==> src/rtl/io_uart_tx.sv <==
// rtl/io_uart_tx.sv - memory-mapped 8N1 UART transmitter on the M-stage IO data path
//
// Purpose: accepts M-stage stores in the IO window, queues TXDATA bytes in a small
// FIFO and serialises them LSB first as 8N1 frames on o_tx. Loads return STATUS or
// BAUD_DIV through a purely combinational read mux.
//
// Ports:
//   i_clk, i_rst      clock, asynchronous active-high reset
//   i_clk_en          global clock enable; every state update is qualified by it
//   i_io_en_m         access targets the IO window
//   i_mem_write_m     store in M stage
//   i_mem_addr_m      byte offset within the IO window (bits [3:0] decoded)
//   i_mem_data_m      store data (bits [15:0] used)
//   i_store_byte_m    byte store
//   i_store_half_m    half store
//   o_mem_data_m      read data, zero when i_io_en_m is low
//   o_tx              serial line, idles high
//   o_tx_busy         serializer active or FIFO holding bytes

`ifndef XLEN_64b
`define XLEN_64b 2
`endif

module io_uart_tx #(
    parameter int          XLEN           = `XLEN_64b,
    parameter int          FIFO_DEPTH     = 4,
    parameter logic [15:0] RESET_BAUD_DIV = 16'd16,
    localparam int         DW             = 1 << (XLEN + 4)
) (
    input  logic          i_clk,
    input  logic          i_rst,
    input  logic          i_clk_en,
    input  logic          i_io_en_m,
    input  logic          i_mem_write_m,
    input  logic [DW-1:0] i_mem_addr_m,
    input  logic [DW-1:0] i_mem_data_m,
    input  logic          i_store_byte_m,
    input  logic          i_store_half_m,
    output logic [DW-1:0] o_mem_data_m,
    output logic          o_tx,
    output logic          o_tx_busy
);

    localparam int AW = $clog2(FIFO_DEPTH);
    localparam int CW = AW + 1;

    typedef enum logic [1:0] {
        S_IDLE  = 2'd0,
        S_START = 2'd1,
        S_DATA  = 2'd2,
        S_STOP  = 2'd3
    } state_t;

    logic [7:0]    fifo_mem_q [FIFO_DEPTH];
    logic [AW-1:0] wr_ptr_q;
    logic [AW-1:0] rd_ptr_q;
    logic [CW-1:0] count_q;
    logic [CW-1:0] count_d;
    logic          ovf_q;
    logic [15:0]   baud_div_q;

    state_t        state_q;
    logic [7:0]    shift_q;
    logic [2:0]    bit_idx_q;
    logic [15:0]   bit_cnt_q;
    logic          tx_q;

    logic [3:0]    addr;
    logic          we;
    logic          wr_txdata;
    logic          wr_status;
    logic          wr_baud;
    logic          fifo_full;
    logic          fifo_empty;
    logic          pop;
    logic          push;
    logic          overflow;
    logic [15:0]   bit_load;
    logic          ser_busy;
    logic [7:0]    status;
    logic          unused_bits;

    assign addr      = i_mem_addr_m[3:0];
    assign we        = i_clk_en & i_io_en_m & i_mem_write_m;
    assign wr_txdata = we & (addr == 4'h0);
    assign wr_status = we & (addr == 4'h4);
    assign wr_baud   = we & (addr == 4'h8);

    assign fifo_full  = (count_q == CW'(FIFO_DEPTH));
    assign fifo_empty = (count_q == '0);

    // The serializer takes the head whenever it sits in IDLE with data queued.
    assign pop      = i_clk_en & (state_q == S_IDLE) & ~fifo_empty;
    // A pop on the same edge frees a slot, so a push into a full FIFO still lands.
    assign push     = wr_txdata & (~fifo_full | pop);
    assign overflow = wr_txdata & fifo_full & ~pop;

    // Down-counter reload; a divider of 0 behaves as 1.
    assign bit_load = (baud_div_q == 16'd0) ? 16'd0 : (baud_div_q - 16'd1);

    assign ser_busy  = (state_q != S_IDLE);
    assign o_tx_busy = ser_busy | ~fifo_empty;
    assign o_tx      = tx_q;

    assign status = {4'(count_q), ovf_q, ser_busy, fifo_empty, fifo_full};

    assign unused_bits = ^{i_mem_addr_m[DW-1:4], i_mem_data_m[DW-1:16], i_store_half_m};

    always_comb begin
        o_mem_data_m = '0;
        if (i_io_en_m) begin
            case (addr)
                4'h4:    o_mem_data_m = DW'(status);
                4'h8:    o_mem_data_m = DW'(baud_div_q);
                default: o_mem_data_m = '0;
            endcase
        end
    end

    always_comb begin
        count_d = count_q;
        case ({push, pop})
            2'b10:   count_d = count_q + CW'(1);
            2'b01:   count_d = count_q - CW'(1);
            default: count_d = count_q;
        endcase
    end

    // Storage is not reset: entries are only ever read behind a valid count.
    always_ff @(posedge i_clk) begin
        if (push) begin
            fifo_mem_q[wr_ptr_q] <= i_mem_data_m[7:0];
        end
    end

    always_ff @(posedge i_clk or posedge i_rst) begin
        if (i_rst) begin
            wr_ptr_q   <= '0;
            rd_ptr_q   <= '0;
            count_q    <= '0;
            ovf_q      <= 1'b0;
            baud_div_q <= RESET_BAUD_DIV;
        end else begin
            if (push) begin
                wr_ptr_q <= wr_ptr_q + AW'(1);
            end
            if (pop) begin
                rd_ptr_q <= rd_ptr_q + AW'(1);
            end
            if (i_clk_en) begin
                count_q <= count_d;
            end
            if (overflow) begin
                ovf_q <= 1'b1;
            end else if (wr_status) begin
                ovf_q <= 1'b0;
            end
            if (wr_baud) begin
                if (i_store_byte_m) begin
                    baud_div_q[7:0] <= i_mem_data_m[7:0];
                end else begin
                    baud_div_q <= i_mem_data_m[15:0];
                end
            end
        end
    end

    // Serializer: each bit holds for bit_load+1 enabled clocks; the counter is
    // reloaded on every bit entry so a BAUD_DIV change applies from the next bit.
    always_ff @(posedge i_clk or posedge i_rst) begin
        if (i_rst) begin
            state_q   <= S_IDLE;
            shift_q   <= '0;
            bit_idx_q <= '0;
            bit_cnt_q <= '0;
            tx_q      <= 1'b1;
        end else if (i_clk_en) begin
            case (state_q)
                S_IDLE: begin
                    tx_q <= 1'b1;
                    if (!fifo_empty) begin
                        shift_q   <= fifo_mem_q[rd_ptr_q];
                        bit_cnt_q <= bit_load;
                        tx_q      <= 1'b0;
                        state_q   <= S_START;
                    end
                end
                S_START: begin
                    if (bit_cnt_q == 16'd0) begin
                        bit_cnt_q <= bit_load;
                        bit_idx_q <= 3'd0;
                        tx_q      <= shift_q[0];
                        state_q   <= S_DATA;
                    end else begin
                        bit_cnt_q <= bit_cnt_q - 16'd1;
                    end
                end
                S_DATA: begin
                    if (bit_cnt_q == 16'd0) begin
                        bit_cnt_q <= bit_load;
                        if (bit_idx_q == 3'd7) begin
                            tx_q    <= 1'b1;
                            state_q <= S_STOP;
                        end else begin
                            bit_idx_q <= bit_idx_q + 3'd1;
                            shift_q   <= {1'b0, shift_q[7:1]};
                            tx_q      <= shift_q[1];
                        end
                    end else begin
                        bit_cnt_q <= bit_cnt_q - 16'd1;
                    end
                end
                S_STOP: begin
                    if (bit_cnt_q == 16'd0) begin
                        tx_q    <= 1'b1;
                        state_q <= S_IDLE;
                    end else begin
                        bit_cnt_q <= bit_cnt_q - 16'd1;
                    end
                end
                default: begin
                    tx_q    <= 1'b1;
                    state_q <= S_IDLE;
                end
            endcase
        end
    end

endmodule
==> config.mk <==
export PLATFORM = sky130hd
export DESIGN_NAME = io_uart_tx
export DESIGN_NICKNAME = d
export VERILOG_FILES = /design/src/rtl/io_uart_tx.sv
export SDC_FILE = /design/constraint.sdc
export NUM_CORES = 1
export LEC_CHECK = 0
export ABC_AREA = 1
export BUFFER_PORTS_ARGS = -buffer_cell sky130_fd_sc_hd__buf_2
export CAP_MARGIN = 0
export CORE_ASPECT_RATIO = 0.75
export CORE_MARGIN = 2
export CORE_UTILIZATION = 45
export DETAILED_ROUTE_END_ITERATION = 8
export PLACE_DENSITY = 0.75
export SLEW_MARGIN = 20
export SYNTH_ARGS = -nofsm -noshare
export SYNTH_HDL_FRONTEND = slang
export SYNTH_SLANG_ARGS = --single-unit
==> constraint.sdc <==
create_clock -name i_clk -period 1.9 [get_ports i_clk]
set_input_delay 0.19 -clock i_clk [delete_from_list [all_inputs] [get_ports i_clk]]
set_output_delay 0.19 -clock i_clk [all_outputs]
set_load 0.01 [all_outputs]
==> results by group <==
Status
  • Outcome: finished, final reports clean

Cells and area
  • Area of the multi-input gates: around 0.0025 mm²
  • Most common library cell in the layout ignoring fill and taps: nand2_1
  • Final Cell Area: between 0.006 and 0.007 mm²
  • Final net count: 905
  • Layout cell share with drive strength beyond 1: between 10% and 20%
  • Final non-filler cell total: 922
  • Area grow syn2layout: 14.9%
  • Most frequent cells in the layout: 212 x nand2_1, 65 x nor2_1, 61 x inv_1
  • Number of fill cells: between 1000 and 1500
  • Sequential Area: 0.00231 mm²
  • Ant diodes: 0

STA
  • RSZ-0062 raised after global routing: yes
  • Hold WS: 0.0867 ns
  • Final hold viol count: 0
  • Fmax: between 0.5 and 0.6 GHz
  • Slew @ Worst Pin: 0.665 ns
  • Period utilisation layout: around 95%
  • Final setup fails: 0
  • Fin. max-slew vios: 0
  • Clk_skew: 0.0105 ns
  • Max_slew headroom: 55.7%
  • Tmin final: 1.81 ns

Yosys
  • Simple-Gate Fraction of Synth Area: 29.0%
  • Synthesized area: ~0.0053 mm²
  • Synth Area in XOR/XNOR: 2.47%
  • Unique cell type count in the Yosys netlist: 38
  • Post-synthesis compound-gate area fraction: 6.94%
  • Multiplexer area fraction after synthesis: 1.13%
  • Post-Synthesis Cells: 684
  • Largest family of logic cells by synthesized area: simple AND/OR/NAND/NOR gates
  • Seq cells post-synth: 86
  • Most used flip-flop cell after synthesis: dfrtp_1
  • Number of synthesized flops with an enable pin: 32
  • Sequential area share after synthesis: 43.5%
  • Post-synth ARST share: approximately 63%
  • Synth Area in Adders: 3.67%
  • Mapped Avg Cell Area: 7.78 µm²
  • Synth warn: 0

Place
  • Post-Place Cells: 904
  • GPL Wtd Cong: 0.919
  • Final HPWL from detailed placement: 8.84 mm
  • Placed Area: slightly below 0.006 mm²
  • IO Port Bufs: 43

Critical path
  • Nature of the critical path endpoint: output port
  • Reg-to-reg setup timing slack: 0.11 ns
  • Reg2reg start: state_q[1]$_DFFE_PP0P_
  • Critical Path Start Type: register
  • Setup CP Type: register to output port
  • WP data required: 1.71 ns
  • Reg2reg path depth: 10
  • CP Max Fanout: 5
  • Critical path arrival: 1.62 ns
  • RR Endpoint: count_q[2]$_DFFE_PP0P_

GRT
  • Gr ovfl total: 0
  • GRT Resource Usage Total: 19.9%
  • Vias in the first global route: 3999
  • Initial antenna violation count: 0
  • First-pass GRT wire length: 19.9 mm
  • Largest net degree at the start of global routing: 34

Die
  • CORE AREA: 0.0116 mm²
  • Die Wd: 130 µm
  • Die area: 0.0127 mm²
  • Num rows: 34
  • Ports: 201
  • Die Height: 98.2 µm
  • Initial core utilization: 46.0%

Routing
  • Number of iterations in the first detailed-routing pass: 5
  • WL per Instance: 13.0 µm
  • Overall routed net length: 12.0 mm
  • DR DRC count: 0
  • Number of DRC markers in iteration 0: 286
  • Via count: around 4400
  • Vias per cell: 4.80
  • Post-route ant nets: 0

Power
  • Peak VDD IR: 0.549 mV
  • Power per cell area: around 990 mW/mm²
  • Share of power burned in registers: 40.3%
  • Power Internal: just under 0.004 W
  • Net Switching: approximately 0.0021 W
  • Clk pwr share: 30.0%
  • Total leakage power: roughly 3.1 nW
  • Combinational share of power: 29.7%
  • Sw Share: 34.8%

Flow run
  • Max Cap Violations: 0

Hold path
  • WHS Endpoint: baud_div_q[8]$_DFFE_PP0P_
  • Hold path cells: 3
  • Worst Hold Launch: i_mem_data_m[8]
  • HP Class: input port to register

Clock tree
  • CTS tree: done
  • Num CTS Buffers: 9
  • Reg clk slew, reported paths: 0.06 ns
  • Bufs on Longest Clock Path: 2
  • Worst-Skew Late Latency: 0.34 ns
  • Clk sinks: 86
  • CTS H-tree lvls: 3
  • Clock root buffer master: clkbuf_16
==> synthesized netlist by cell type, types with 2 or more instances <==
library cell | instances | share of area [%]
a21oi_1 | 17 | 1.6
nor2_1 | 67 | 4.7
dfrtp_1 | 52 | 24
nand2_1 | 215 | 15
buf_6 | 2 | 0.42
nand4_1 | 11 | 1.3
nor3_1 | 14 | 1.3
inv_2 | 4 | 0.28
o21ai_0 | 26 | 2.4
nand2_2 | 2 | 0.24
nand3b_1 | 6 | 0.85
edfxtp_1 | 32 | 18
nor2_2 | 2 | 0.24
nand3_1 | 45 | 4.2
o21ai_2 | 8 | 1.3
mux2i_1 | 6 | 1.1
ha_1 | 14 | 3.3
buf_2 | 3 | 0.28
inv_1 | 62 | 4.4
a32oi_1 | 6 | 0.99
clkbuf_1 | 12 | 0.85
buf_4 | 48 | 6.8
xnor2_1 | 2 | 0.33
dfstp_2 | 2 | 0.99
xor2_1 | 13 | 2.1
==> layout make-up <==
class                   instances  area share [%]
inverters                      68            4.26
repair buffers                 79            8.60
well taps                     162            3.32
flip-flops and latches         86            37.9
multi-input cells             511            41.0
clock buffers                  10            3.75
clock inverters                 6            1.23
==> worst max-delay path by stage <==
stage	startpoint	to	slack (ns)	cells past startpoint
2_1_floorplan	state_q[0]$_DFFE_PP0P_	fifo_mem_q[0][0]$_DFFE_PP_	0.10	6
3_3_place_gp	i_mem_addr_m[1]	baud_div_q[9]$_DFFE_PP0P_	0.06	10
3_5_place_dp	i_mem_addr_m[1]	baud_div_q[9]$_DFFE_PP0P_	0.05	10
4_1_cts	state_q[1]$_DFFE_PP0P_	count_q[2]$_DFFE_PP0P_	0.04	10
5_1_grt	state_q[1]$_DFFE_PP0P_	count_q[2]$_DFFE_PP0P_	-0.04	11
6_report	count_q[1]$_DFFE_PP0P_	o_mem_data_m[1]	0.09	5
==> flip-flops by register name, summed over array words and instances, names as in the netlist, 3 cells and up <==
register,count
shift_q,8
baud_div_q,16
fifo_mem_q,32
bit_idx_q,3
bit_cnt_q,16
count_q,3
==> critical path, cell delays in order (launching register included) <==
cell	delay, ns
dfrtp_1	0.44
nor3_1	0.25
buf_4	0.17
nand2_1	0.05
a21oi_1	0.20
buf_2	0.17
==> metrics by stage <==
step / util (%) / setup slack, ns / total power (W) / setup TNS (ns)
after global placement: 49.8 / 0.0605 / 0.00414 / 0
final: 52.8 / 0.0899 / 0.00604 / 0
after detailed placement: 49.8 / 0.0456 / 0.00419 / 0
after global routing: 52.8 / -0.0374 / 0.00644 / -0.149
after floorplan: - / 0.103 / 0.00373 / 0
after CTS: 52.5 / 0.0418 / 0.00601 / 0
==> repair_timing <==
action / 4_1_cts / 5_1_grt
setup endpoints to repair: 0 / 55
endpoints found under the hold margin: 20 / 0
setup buffers: 0 / 1
hold buffers: 1 / 0
resized for setup: 0 / 12
==> cells by family after synthesis <==
family / count (synthesis)
muxes: 6
other: 1
DFF: 86
adders and majority gates: 15
AOI/OAI and AO/OA: 61
and+or+nand+nor: 366
xor gates and xnor gates: 15
buffers and inverters: 134
==> power groups by stage <==
stage | sequential [W] | combinational (W) | clock [W]
2_1_floorplan | 0.00240 | 0.00133 | 0
3_3_place_gp | 0.00245 | 0.00169 | 0
3_5_place_dp | 0.00245 | 0.00173 | 0
4_1_cts | 0.00243 | 0.00175 | 0.00184
5_1_grt | 0.00247 | 0.00206 | 0.00192
6_report | 0.00243 | 0.00179 | 0.00181
==> routing by layer <==
metal / wire, µm / share of wire, % / vias to the layer above / global-route usage [%]
li1: - / - / 2246 / -
met1: 5710 / 48 / 2013 / 29.8
met5: 0 / 0 / - / 0
met2: 5250 / 44 / 155 / 29.4
met3: 877 / 7.3 / 12 / 4.27
met4: 125 / 1.0 / 0 / 4.96
No activity file was read; power rests on OpenSTA's default activity.
